[config.mk]
export PLATFORM = sky130hd
export DESIGN_NAME = pwr_seq_ctrl
export DESIGN_NICKNAME = d
export VERILOG_FILES = /design/src/rtl/pwr_seq_pkg.sv /design/src/rtl/pwr_seq_cnt.sv /design/src/rtl/pwr_seq_ctrl.sv
export SDC_FILE = /design/constraint.sdc
export NUM_CORES = 1
export LEC_CHECK = 0
export BUFFER_PORTS_ARGS = -buffer_cell sky130_fd_sc_hd__buf_2
export CAP_MARGIN = 20
export CORE_ASPECT_RATIO = 0.5
export CORE_UTILIZATION = 35
export DETAILED_ROUTE_END_ITERATION = 12
export HOLD_SLACK_MARGIN = 0.03
export SYNTH_ARGS = -nofsm -noshare
export SYNTH_HDL_FRONTEND = slang
export SYNTH_SLANG_ARGS = --single-unit
[constraint.sdc]
create_clock -name i_clk_32k -period 13.04 [get_ports i_clk_32k]
set_input_delay 3.912 -clock i_clk_32k [delete_from_list [all_inputs] [get_ports i_clk_32k]]
set_output_delay 3.912 -clock i_clk_32k [all_outputs]
set_load 0.1 [all_outputs]
[src/rtl/pwr_seq_pkg.sv]
// Shared definitions for the rail power sequencer: state encodings,
// fault source codes, default timing constants and the registered
// output bundle.
package pwr_seq_pkg;

    // Default timing at 32.768 kHz
    localparam int TIMEOUT_CYC_DEF = 3277;  // ~100 ms PG wait
    localparam int STEP_DLY_DEF    = 33;    // ~1 ms per step
    localparam int RST_DLY_DEF     = 328;   // ~10 ms CPU reset hold
    localparam int CNT_W_DEF       = 12;

    // FSM state encodings (also exported on o_state for debug)
    localparam logic [3:0] ST_OFF      = 4'd0;
    localparam logic [3:0] ST_UP_ATX   = 4'd1;
    localparam logic [3:0] ST_UP_CORE  = 4'd2;
    localparam logic [3:0] ST_UP_VTT   = 4'd3;
    localparam logic [3:0] ST_UP_DLI   = 4'd4;
    localparam logic [3:0] ST_RST_HOLD = 4'd5;
    localparam logic [3:0] ST_RUN      = 4'd6;
    localparam logic [3:0] ST_PD_RST   = 4'd7;
    localparam logic [3:0] ST_PD_DLI   = 4'd8;
    localparam logic [3:0] ST_PD_VTT   = 4'd9;
    localparam logic [3:0] ST_PD_CORE  = 4'd10;
    localparam logic [3:0] ST_PD_ATX   = 4'd11;
    localparam logic [3:0] ST_FAULT    = 4'd12;

    // Failing-rail codes reported on o_fault_src
    localparam logic [2:0] SRC_NONE = 3'd0;
    localparam logic [2:0] SRC_ATX  = 3'd1;
    localparam logic [2:0] SRC_CORE = 3'd2;
    localparam logic [2:0] SRC_VTT  = 3'd3;
    localparam logic [2:0] SRC_DLI  = 3'd4;

    // Registered output bundle
    typedef struct packed {
        logic       ps_on_n;
        logic       core08_en;
        logic       vtt_en;
        logic       dli_vdd18_en;
        logic       cpu_rst_n;
        logic       fault;
        logic [2:0] fault_src;
    } pwr_out_t;

    // Safe state: ATX off, every rail off, CPU held in reset, no fault
    localparam pwr_out_t PWR_OUT_RST = '{
        ps_on_n:      1'b1,
        core08_en:    1'b0,
        vtt_en:       1'b0,
        dli_vdd18_en: 1'b0,
        cpu_rst_n:    1'b0,
        fault:        1'b0,
        fault_src:    3'd0
    };

    // Lowest-numbered rail whose PG is low; pg[0]=ATX .. pg[3]=DLI
    function automatic logic [2:0] first_fail_src(input logic [3:0] pg);
        logic [2:0] src;
        if (!pg[0]) begin
            src = SRC_ATX;
        end else if (!pg[1]) begin
            src = SRC_CORE;
        end else if (!pg[2]) begin
            src = SRC_VTT;
        end else if (!pg[3]) begin
            src = SRC_DLI;
        end else begin
            src = SRC_NONE;
        end
        return src;
    endfunction

endpackage

[src/rtl/pwr_seq_cnt.sv]
// Step counter for the power sequencer: synchronous clear, count enable,
// saturation at all-ones, and two >= threshold compares.
// The compares look at the value the counter takes at the coming edge,
// i.e. the number of cycles spent in the current state including this
// one, so a threshold of N makes a state last exactly N cycles.
module pwr_seq_cnt
    import pwr_seq_pkg::*;
#(
    parameter int CNT_W = CNT_W_DEF
) (
    input  logic             i_clk_32k,
    input  logic             i_rst,
    input  logic             i_clr,
    input  logic             i_en,
    input  logic [CNT_W-1:0] i_thr_a,
    input  logic [CNT_W-1:0] i_thr_b,
    output logic             o_ge_a,
    output logic             o_ge_b
);

    localparam logic [CNT_W-1:0] CNT_MAX  = {CNT_W{1'b1}};
    localparam logic [CNT_W-1:0] CNT_ZERO = {CNT_W{1'b0}};
    localparam logic [CNT_W-1:0] CNT_ONE  = {{(CNT_W-1){1'b0}}, 1'b1};

    logic [CNT_W-1:0] cnt_r;
    logic [CNT_W-1:0] cnt_inc_s;
    logic             ge_a_s;
    logic             ge_b_s;

    // Saturating increment of the running count
    always_comb begin
        if (cnt_r == CNT_MAX) begin
            cnt_inc_s = CNT_MAX;
        end else begin
            cnt_inc_s = cnt_r + CNT_ONE;
        end
    end

    // Threshold compares on the elapsed-cycle count
    always_comb begin
        ge_a_s = (cnt_inc_s >= i_thr_a);
        ge_b_s = (cnt_inc_s >= i_thr_b);
    end

    // Count register: reset/clear to zero, otherwise count when enabled
    always_ff @(posedge i_clk_32k) begin
        if (i_rst) begin
            cnt_r <= CNT_ZERO;
        end else if (i_clr) begin
            cnt_r <= CNT_ZERO;
        end else if (i_en) begin
            cnt_r <= cnt_inc_s;
        end else begin
            cnt_r <= cnt_r;
        end
    end

    assign o_ge_a = ge_a_s;
    assign o_ge_b = ge_b_s;

endmodule

[src/rtl/pwr_seq_ctrl.sv]
// Board power sequencer: brings up ATX, CORE08, VTT and DLI_VDD18 in
// order, releases CPU reset, and powers down in reverse order. A rail
// that misses its PG window latches a fault and drops every rail at once.
// Optional feature: define PWR_SEQ_PGLOSS_MON_EN to also fault on any PG
// loss while in RST_HOLD or RUN.
// All outputs are registered and decoded from the next state so they
// move on the same edge as the state register.
module pwr_seq_ctrl
    import pwr_seq_pkg::*;
#(
    parameter int TIMEOUT_CYC = TIMEOUT_CYC_DEF,
    parameter int STEP_DLY    = STEP_DLY_DEF,
    parameter int RST_DLY     = RST_DLY_DEF,
    // 2**CNT_W must exceed max(TIMEOUT_CYC, RST_DLY)
    parameter int CNT_W       = CNT_W_DEF
) (
    input  logic       i_clk_32k,
    input  logic       i_rst,
    input  logic       i_pwr_on_req,
    input  logic       i_pwr_off_req,
    input  logic       i_atx_pg,
    input  logic       i_core08_pg,
    input  logic       i_vtt_pg,
    input  logic       i_dli_vdd18_pg,
    output logic       o_ps_on_n,
    output logic       o_core08_en,
    output logic       o_vtt_en,
    output logic       o_dli_vdd18_en,
    output logic       o_cpu_rst_n,
    output logic       o_fault,
    output logic [2:0] o_fault_src,
    output logic [3:0] o_state
);

    localparam logic [CNT_W-1:0] STEP_THR    = CNT_W'(STEP_DLY);
    localparam logic [CNT_W-1:0] RST_THR     = CNT_W'(RST_DLY);
    localparam logic [CNT_W-1:0] TIMEOUT_THR = CNT_W'(TIMEOUT_CYC);

    logic [3:0]       state_r;
    logic [3:0]       state_nxt_s;
    pwr_out_t         out_r;
    pwr_out_t         out_nxt_s;
    logic [2:0]       entry_src_s;

    logic             rail_pg_s;
    logic [2:0]       rail_src_s;
    logic [3:0]       up_next_s;
    logic [3:0]       pd_next_s;

    logic             cnt_clr_s;
    logic [CNT_W-1:0] thr_a_s;
    logic             ge_a_s;
    logic             ge_b_s;

`ifdef PWR_SEQ_PGLOSS_MON_EN
    logic [3:0]       pg_vec_s;
    logic             pg_loss_s;
    logic [2:0]       loss_src_s;

    // Any rail PG low, and the lowest-numbered rail that is low
    always_comb begin
        pg_vec_s   = {i_dli_vdd18_pg, i_vtt_pg, i_core08_pg, i_atx_pg};
        pg_loss_s  = ~(&pg_vec_s);
        loss_src_s = first_fail_src(pg_vec_s);
    end
`endif

    // Per-UP-state view: which PG is awaited, its fault code, its successor
    always_comb begin
        case (state_r)
            ST_UP_ATX: begin
                rail_pg_s  = i_atx_pg;
                rail_src_s = SRC_ATX;
                up_next_s  = ST_UP_CORE;
            end
            ST_UP_CORE: begin
                rail_pg_s  = i_core08_pg;
                rail_src_s = SRC_CORE;
                up_next_s  = ST_UP_VTT;
            end
            ST_UP_VTT: begin
                rail_pg_s  = i_vtt_pg;
                rail_src_s = SRC_VTT;
                up_next_s  = ST_UP_DLI;
            end
            ST_UP_DLI: begin
                rail_pg_s  = i_dli_vdd18_pg;
                rail_src_s = SRC_DLI;
                up_next_s  = ST_RST_HOLD;
            end
            default: begin
                rail_pg_s  = 1'b1;
                rail_src_s = SRC_NONE;
                up_next_s  = ST_OFF;
            end
        endcase
    end

    // Successor of each power-down step
    always_comb begin
        case (state_r)
            ST_PD_RST:  pd_next_s = ST_PD_DLI;
            ST_PD_DLI:  pd_next_s = ST_PD_VTT;
            ST_PD_VTT:  pd_next_s = ST_PD_CORE;
            ST_PD_CORE: pd_next_s = ST_PD_ATX;
            ST_PD_ATX:  pd_next_s = ST_OFF;
            default:    pd_next_s = ST_OFF;
        endcase
    end

    // Step threshold: RST_HOLD waits RST_DLY, every other step STEP_DLY
    always_comb begin
        if (state_r == ST_RST_HOLD) begin
            thr_a_s = RST_THR;
        end else begin
            thr_a_s = STEP_THR;
        end
    end

    // Next-state logic; fault beats off request, off request beats advance
    always_comb begin
        state_nxt_s = state_r;
        entry_src_s = SRC_NONE;
        case (state_r)
            ST_OFF: begin
                if (i_pwr_on_req && !i_pwr_off_req) begin
                    state_nxt_s = ST_UP_ATX;
                end else begin
                    state_nxt_s = ST_OFF;
                end
            end
            ST_UP_ATX, ST_UP_CORE, ST_UP_VTT, ST_UP_DLI: begin
                if (!rail_pg_s && ge_b_s) begin
                    state_nxt_s = ST_FAULT;
                    entry_src_s = rail_src_s;
                end else if (i_pwr_off_req) begin
                    state_nxt_s = ST_PD_RST;
                end else if (rail_pg_s && ge_a_s) begin
                    state_nxt_s = up_next_s;
                end else begin
                    state_nxt_s = state_r;
                end
            end
            ST_RST_HOLD, ST_RUN: begin
`ifdef PWR_SEQ_PGLOSS_MON_EN
                if (pg_loss_s) begin
                    state_nxt_s = ST_FAULT;
                    entry_src_s = loss_src_s;
                end else
`endif
                if (i_pwr_off_req) begin
                    state_nxt_s = ST_PD_RST;
                end else if ((state_r == ST_RST_HOLD) && ge_a_s) begin
                    state_nxt_s = ST_RUN;
                end else begin
                    state_nxt_s = state_r;
                end
            end
            ST_PD_RST, ST_PD_DLI, ST_PD_VTT, ST_PD_CORE, ST_PD_ATX: begin
                if (ge_a_s) begin
                    state_nxt_s = pd_next_s;
                end else begin
                    state_nxt_s = state_r;
                end
            end
            ST_FAULT: begin
                if (i_pwr_off_req) begin
                    state_nxt_s = ST_OFF;
                end else begin
                    state_nxt_s = ST_FAULT;
                end
            end
            default: begin
                state_nxt_s = ST_OFF;
            end
        endcase
    end

    // Output decode from the next state; PD steps only ever clear rails
    always_comb begin
        out_nxt_s = PWR_OUT_RST;
        case (state_nxt_s)
            ST_OFF: begin
                out_nxt_s = PWR_OUT_RST;
            end
            ST_UP_ATX: begin
                out_nxt_s.ps_on_n = 1'b0;
            end
            ST_UP_CORE: begin
                out_nxt_s.ps_on_n   = 1'b0;
                out_nxt_s.core08_en = 1'b1;
            end
            ST_UP_VTT: begin
                out_nxt_s.ps_on_n   = 1'b0;
                out_nxt_s.core08_en = 1'b1;
                out_nxt_s.vtt_en    = 1'b1;
            end
            ST_UP_DLI, ST_RST_HOLD: begin
                out_nxt_s.ps_on_n      = 1'b0;
                out_nxt_s.core08_en    = 1'b1;
                out_nxt_s.vtt_en       = 1'b1;
                out_nxt_s.dli_vdd18_en = 1'b1;
            end
            ST_RUN: begin
                out_nxt_s.ps_on_n      = 1'b0;
                out_nxt_s.core08_en    = 1'b1;
                out_nxt_s.vtt_en       = 1'b1;
                out_nxt_s.dli_vdd18_en = 1'b1;
                out_nxt_s.cpu_rst_n    = 1'b1;
            end
            ST_PD_RST: begin
                out_nxt_s.ps_on_n      = out_r.ps_on_n;
                out_nxt_s.core08_en    = out_r.core08_en;
                out_nxt_s.vtt_en       = out_r.vtt_en;
                out_nxt_s.dli_vdd18_en = out_r.dli_vdd18_en;
            end
            ST_PD_DLI: begin
                out_nxt_s.ps_on_n   = out_r.ps_on_n;
                out_nxt_s.core08_en = out_r.core08_en;
                out_nxt_s.vtt_en    = out_r.vtt_en;
            end
            ST_PD_VTT: begin
                out_nxt_s.ps_on_n   = out_r.ps_on_n;
                out_nxt_s.core08_en = out_r.core08_en;
            end
            ST_PD_CORE: begin
                out_nxt_s.ps_on_n = out_r.ps_on_n;
            end
            ST_PD_ATX: begin
                out_nxt_s = PWR_OUT_RST;
            end
            ST_FAULT: begin
                out_nxt_s.fault     = 1'b1;
                out_nxt_s.fault_src = (state_r == ST_FAULT) ? out_r.fault_src : entry_src_s;
            end
            default: begin
                out_nxt_s = PWR_OUT_RST;
            end
        endcase
    end

    // Counter restarts on every state change
    always_comb begin
        cnt_clr_s = (state_nxt_s != state_r);
    end

    pwr_seq_cnt #(
        .CNT_W (CNT_W)
    ) u_cnt (
        .i_clk_32k (i_clk_32k),
        .i_rst     (i_rst),
        .i_clr     (cnt_clr_s),
        .i_en      (1'b1),
        .i_thr_a   (thr_a_s),
        .i_thr_b   (TIMEOUT_THR),
        .o_ge_a    (ge_a_s),
        .o_ge_b    (ge_b_s)
    );

    // State and output registers
    always_ff @(posedge i_clk_32k) begin
        if (i_rst) begin
            state_r <= ST_OFF;
            out_r   <= PWR_OUT_RST;
        end else begin
            state_r <= state_nxt_s;
            out_r   <= out_nxt_s;
        end
    end

    assign o_ps_on_n      = out_r.ps_on_n;
    assign o_core08_en    = out_r.core08_en;
    assign o_vtt_en       = out_r.vtt_en;
    assign o_dli_vdd18_en = out_r.dli_vdd18_en;
    assign o_cpu_rst_n    = out_r.cpu_rst_n;
    assign o_fault        = out_r.fault;
    assign o_fault_src    = out_r.fault_src;
    assign o_state        = state_r;

endmodule
# == After elaboration in Yosys (flattened, before gate mapping) ==
# Cells that the tools add are included.
# W data, S select, Z words.
# classes
add_sub_neg,1
multipliers,0
div,0
n_lt_le_gt_ge,2
eq_ne,25
shift,0
n_mux,24
bitwise_logic,1
n_reduce_logical,19
# ops
cell,n
$eq A4 B4 Y1 const B,9
$eq A4 B3 Y1 const B,8
$mux W4,8
$pmux W3 S4,2
$pmux W4 S5,1
$eq A4 B2 Y1 const B,4
$pmux W4 S4,1
$add A12 B1 Y12 const B,1
$eq A12 B12 Y1 const B,1
$ge A12 B12 Y1 const B,1
$ge A12 B9 Y1,1
$mux W12,1
$reduce_or A4 Y1,3
$reduce_or A5 Y1,2
$mux W3,3
$mux W9,1
$eq A4 B1 Y1 const B,2
$pmux W1 S2,4
$reduce_or A2 Y1,4
$reduce_or A3 Y1,2
$reduce_or A6 Y1,1
$logic_and A1 B1 Y1,4
$logic_not A4 Y1,1
$ne A4 B4 Y1,1
4 further kinds,6
# totals
ff_bits,25
latch_bits,0
ramBits,0
mem_bits_ro,0
in_bits,8
output_inout_bits,13
word_cells,81
n_memories,0

# == Logic depth before layout (Yosys ltp) ==
# depth
word_depth,11
mapped_depth,18

# == By module ==
# A second synthesis with hierarchy kept.
# hier_totals
hier_cells,325
area_unflattened_um2,2464.9
# by_module_without_submodules
module,n_inst,cells_each,area_each_um2
pwr_seq_cnt,1,184,1407.6
pwr_seq_ctrl,1,141,1057.3

# == Worst setup path before layout ==
# Ideal clock, no wire load.
# synth_path
kind,input -> register
start,input i_dli_vdd18_pg
end,register u_cnt.cnt_r[3]
setup_ns,0.066
arrival_time_ns,6.447
required_ns,12.974
path_slack_ns,6.527
path_stages,10
path_cell_list,or3_1 -> a221o_1 -> a2111oi_0 -> a31oi_1 -> and3b_1 -> a32oi_2 -> xnor2_1 -> or4b_4 -> buf_6 -> a21oi_2
# synth_between
elab_chain_cells,8
word_cells_on_any_way,10
# synth_rtl
element,line_no,source
start: declaration,pwr_seq_ctrl.sv:24,"input logic i_dli_vdd18_pg,"
$pmux W1 S4 (*),pwr_seq_ctrl.sv:70,case (state_r)
$logic_and A1 B1 Y1,pwr_seq_ctrl.sv:138,end else if (rail_pg_s && ge_a_s) begin
$mux W4,pwr_seq_ctrl.sv:138,
$mux W4,pwr_seq_ctrl.sv:136,end else if (i_pwr_off_req) begin
$mux W4 (*),pwr_seq_ctrl.sv:133,if (!rail_pg_s && ge_b_s) begin
$pmux W4 S5 (*),pwr_seq_ctrl.sv:124,case (state_r)
$ne A4 B4 Y1 (*),pwr_seq_ctrl.sv:244,cnt_clr_s = (state_nxt_s != state_r);
$reduce_or A2 Y1 (no source line) (*),--,
end signal: assignment,pwr_seq_cnt.sv:52,cnt_r <= cnt_inc_s;
end signal: assignment,pwr_seq_cnt.sv:54,cnt_r <= cnt_r;
end: declaration,pwr_seq_cnt.sv:25,logic [CNT_W-1:0] cnt_r;
# Every way passes the cells marked *; elsewhere a longest branch is shown, timed or not.
# A chain may end at the register's enable or synchronous reset.

# == Worst setup path after layout ==
# layout_path
start,input i_dli_vdd18_pg
end,register u_cnt.cnt_r[2]
# Same word-level chain as after synthesis.

==> reports/results.tsv <==
metric	value	unit
fin_tns_setup	0	ns
io_buffers	20	
start_util	0.368	
ys.flop_type	dfxtp_1	
arrival	6.78	ns
p_int	0.180	mW
seq_area_frac_synth	0.274	
wirelength	3.97	mm
hpwl	2.96	mm
path_cells	buf_2 -> or3_1 -> a221o_1 -> a2111oi_0 -> a31oi_1 -> and3b_1 -> a32oi_2 -> xnor2_1 -> or4b_4 -> a21oi_1	
synth_seq_cells	25	
clock_latency	0.26	ns
power_frac_clock	0.115	
p_sw_frac	0.537	
netlist.area_leader.share	0.274	
drv_slew	0	
timing.critical_path.slowest_stage_cell	or4b_4	
cp-start-kind	input port	
power	0.388	mW
place_congestion	0.853	
relSlewSlack	0.547	
cts_inserted_buffers	3	
required	13.24	ns
worstHoldStart	o_core08_en	
vias	1698	
setup.worst_path.start	i_dli_vdd18_pg	
cellPowerDensity	195	mW/mm²
r2r_start	u_cnt.cnt_r[0]	
power_switching	0.208	mW
synthCells	230	
fin_skew	0.00108	ns
cts_resized	0	
drc	0	
async_flop_share	0	
end_kind	flip-flop	
rows	18	
synth_cell_types	58	
cts_setup_buffers	0	
fin_nets	256	
final_area	0.00199	mm²
p_leak	0.715	nW
wl_per_cell	12.8	µm
via_per_inst	5.46	
grt_pass1_wl	6.47	mm
layout-drive-gt1-share	0.178	
synth_area_per_cell	7.95	µm²
synth_top_area_cell	dfxtp_1	
track_usage	0.146	
cts.sinks	25	
grt_setup_unrepaired	false	
area_delta_synth_final	8.62	%
ir_worst_vdd	105	µV
netlist_top_cells_area	dfxtp_1, nor2_1, xnor2_1, ha_1, nand2_1	
drtIter0Drc	50	
nFillCells	504	
period_needed	6.58	ns
drtPass1Iterations	4	
hold_class	reg -> reg	
grt_start_max_net_pins	20	
ios	21	
yosysWarnings	0	
grt_pass1_vias	1384	
setup_viol	0	
dieArea	0.00554	mm²
htree_levels	1	
clockBufferDepth	2	
slowest_delay	0.66	ns
hold_viol	0	
max_freq	0.152	GHz
path_max_fanout	12	
syn-cell-area	0.00183	mm²
antenna_cells	0	
clkTransAtPathRegs	0.08	ns
antenna_found_initial	0	
cts_tree	yes	
maxCapViolations	0	
pwr-share-comb	0.592	
syn_nets	244	
place_area	0.00194	mm²
die_w	104	µm
status	complete, no violations	
core-area	0.00498	mm²
synth-edff-count	0	
postCtsHoldBufs	0	
period_share	0.505	
gr-total-overflow	0	
hold_slack	0.467	ns
die_h	53.1	µm
drtAntennaViolNets	0	
path_class	in -> reg	
clockRootBuffer	clkbuf_8	
seq_power_share	0.294	
tightest_slew	0.678	ns
==> state kept, by name (all words and copies together) (netlist names) <==
register and cells:
o_core08_en 1, o_cpu_rst_n 1, o_dli_vdd18_en 1, o_fault 1, o_fault_src 3, o_ps_on_n 1
o_state 4, o_vtt_en 1, u_cnt.cnt_r 12
==> logic make-up (layout without fill, tap and decap cells) <==
family	after synthesis	after routing	synth area share
xor+xnor	11	11	0.0527
simple gates	103	103	0.308
compound gates	57	57	0.237
flops	25	25	0.274
mux	4	4	0.0233
fa+ha+maj	6	6	0.0410
buf+inv	24	35	0.0643
==> worst paths after layout <==
check | endpoint | slack, ns | cells after the start
min reg2reg | o_core08_en | 0.47 | 2
min | o_core08_en | 0.47 | 2
max reg2reg | u_cnt.cnt_r[2] | 8.35 | 16
max | u_cnt.cnt_r[2] | 6.46 | 10
==> through the flow <==
step | worst slack [ns] | std cells | util
3_3_place_gp | 6.28 | 307 | 0.390
3_5_place_dp | 6.15 | 307 | 0.390
2_1_floorplan | 6.53 | 230 | -
5_1_grt | 6.27 | 311 | 0.399
4_1_cts | 6.45 | 311 | 0.399
6_report | 6.46 | 311 | 0.399
==> cells in the final DEF, fill, tap and decap left out, drive strengths merged, types with 2 or more instances in the layout <==
cell     instances
a31oi            6
clkbuf           3
xnor2           10
nor2b            4
and2             2
nand2b           2
o22ai            3
nand4            9
nor3             8
mux2i            2
o21a             2
or2              2
a21boi           2
nand3b           2
nand2           21
nor3b            3
nor2            31
o211a            2
o21ai           11
mux2             2
nor4             3
o211ai           2
buf             20
ha               6
or4b             2
nand3            7
inv             11
o2111ai          2
dfxtp           25
a32oi            2
a221oi           3
a21oi           14
or4              3
==> layer usage <==
layer | up-vias | GRT usage | routed length, µm
met2 | 34 | 0.248 | 1800
met4 | 0 | 0.0214 | 20
met1 | 795 | 0.197 | 2020
met5 | - | 0 | 0
li1 | 867 | - | -
met3 | 2 | 0.0296 | 127
==> power groups by stage <==
stage	Combinational, mW	Sequential (mW)	Clock, mW
5_1_grt	0.248	0.117	0.0502
3_3_place_gp	0.227	0.115	0
2_1_floorplan	0.153	0.164	0
6_report	0.230	0.114	0.0446
3_5_place_dp	0.230	0.115	0
4_1_cts	0.230	0.114	0.0462
==> worst max-delay path: cells and delay by family <==
kind | cells | cell delay [ns]
and+or+nand+nor | 3 | 1.25
xor gates and xnor gates | 1 | 0.12
buffers and inverters | 1 | 0.09
AOI/OAI and AO/OA | 5 | 1.41
==> cell usage after synthesis, types with 3 or more instances <==
library cell and n:
a21oi_1 11, a21oi_2 3, a221oi_1 3, a31oi_1 5, buf_6 3, clkbuf_1 8, dfxtp_1 25, ha_1 6
inv_1 11, nand2_1 20, nand3_1 5, nand4_1 9, nor2_1 28, nor2b_1 4, nor3_1 7, nor3b_1 3
nor4_1 3, o21ai_0 11, o22ai_1 3, xnor2_1 10
==> area by class of cell <==
| cell class | count | area (µm²) | share of cell area |
|---|---|---|---|
| Multi-Input combinational cell | 181 | 1210 | 0.610 |
| Sequential cell | 25 | 500 | 0.252 |
| Timing Repair Buffer | 20 | 100 | 0.0504 |
| Tap cell | 70 | 87.6 | 0.0441 |
| Clock buffer | 3 | 41.3 | 0.0208 |
| Inverter | 11 | 41.3 | 0.0208 |
| Clock inverter | 1 | 5.00 | 0.00252 |
Note: power is estimated with default switching activity, not from simulation.
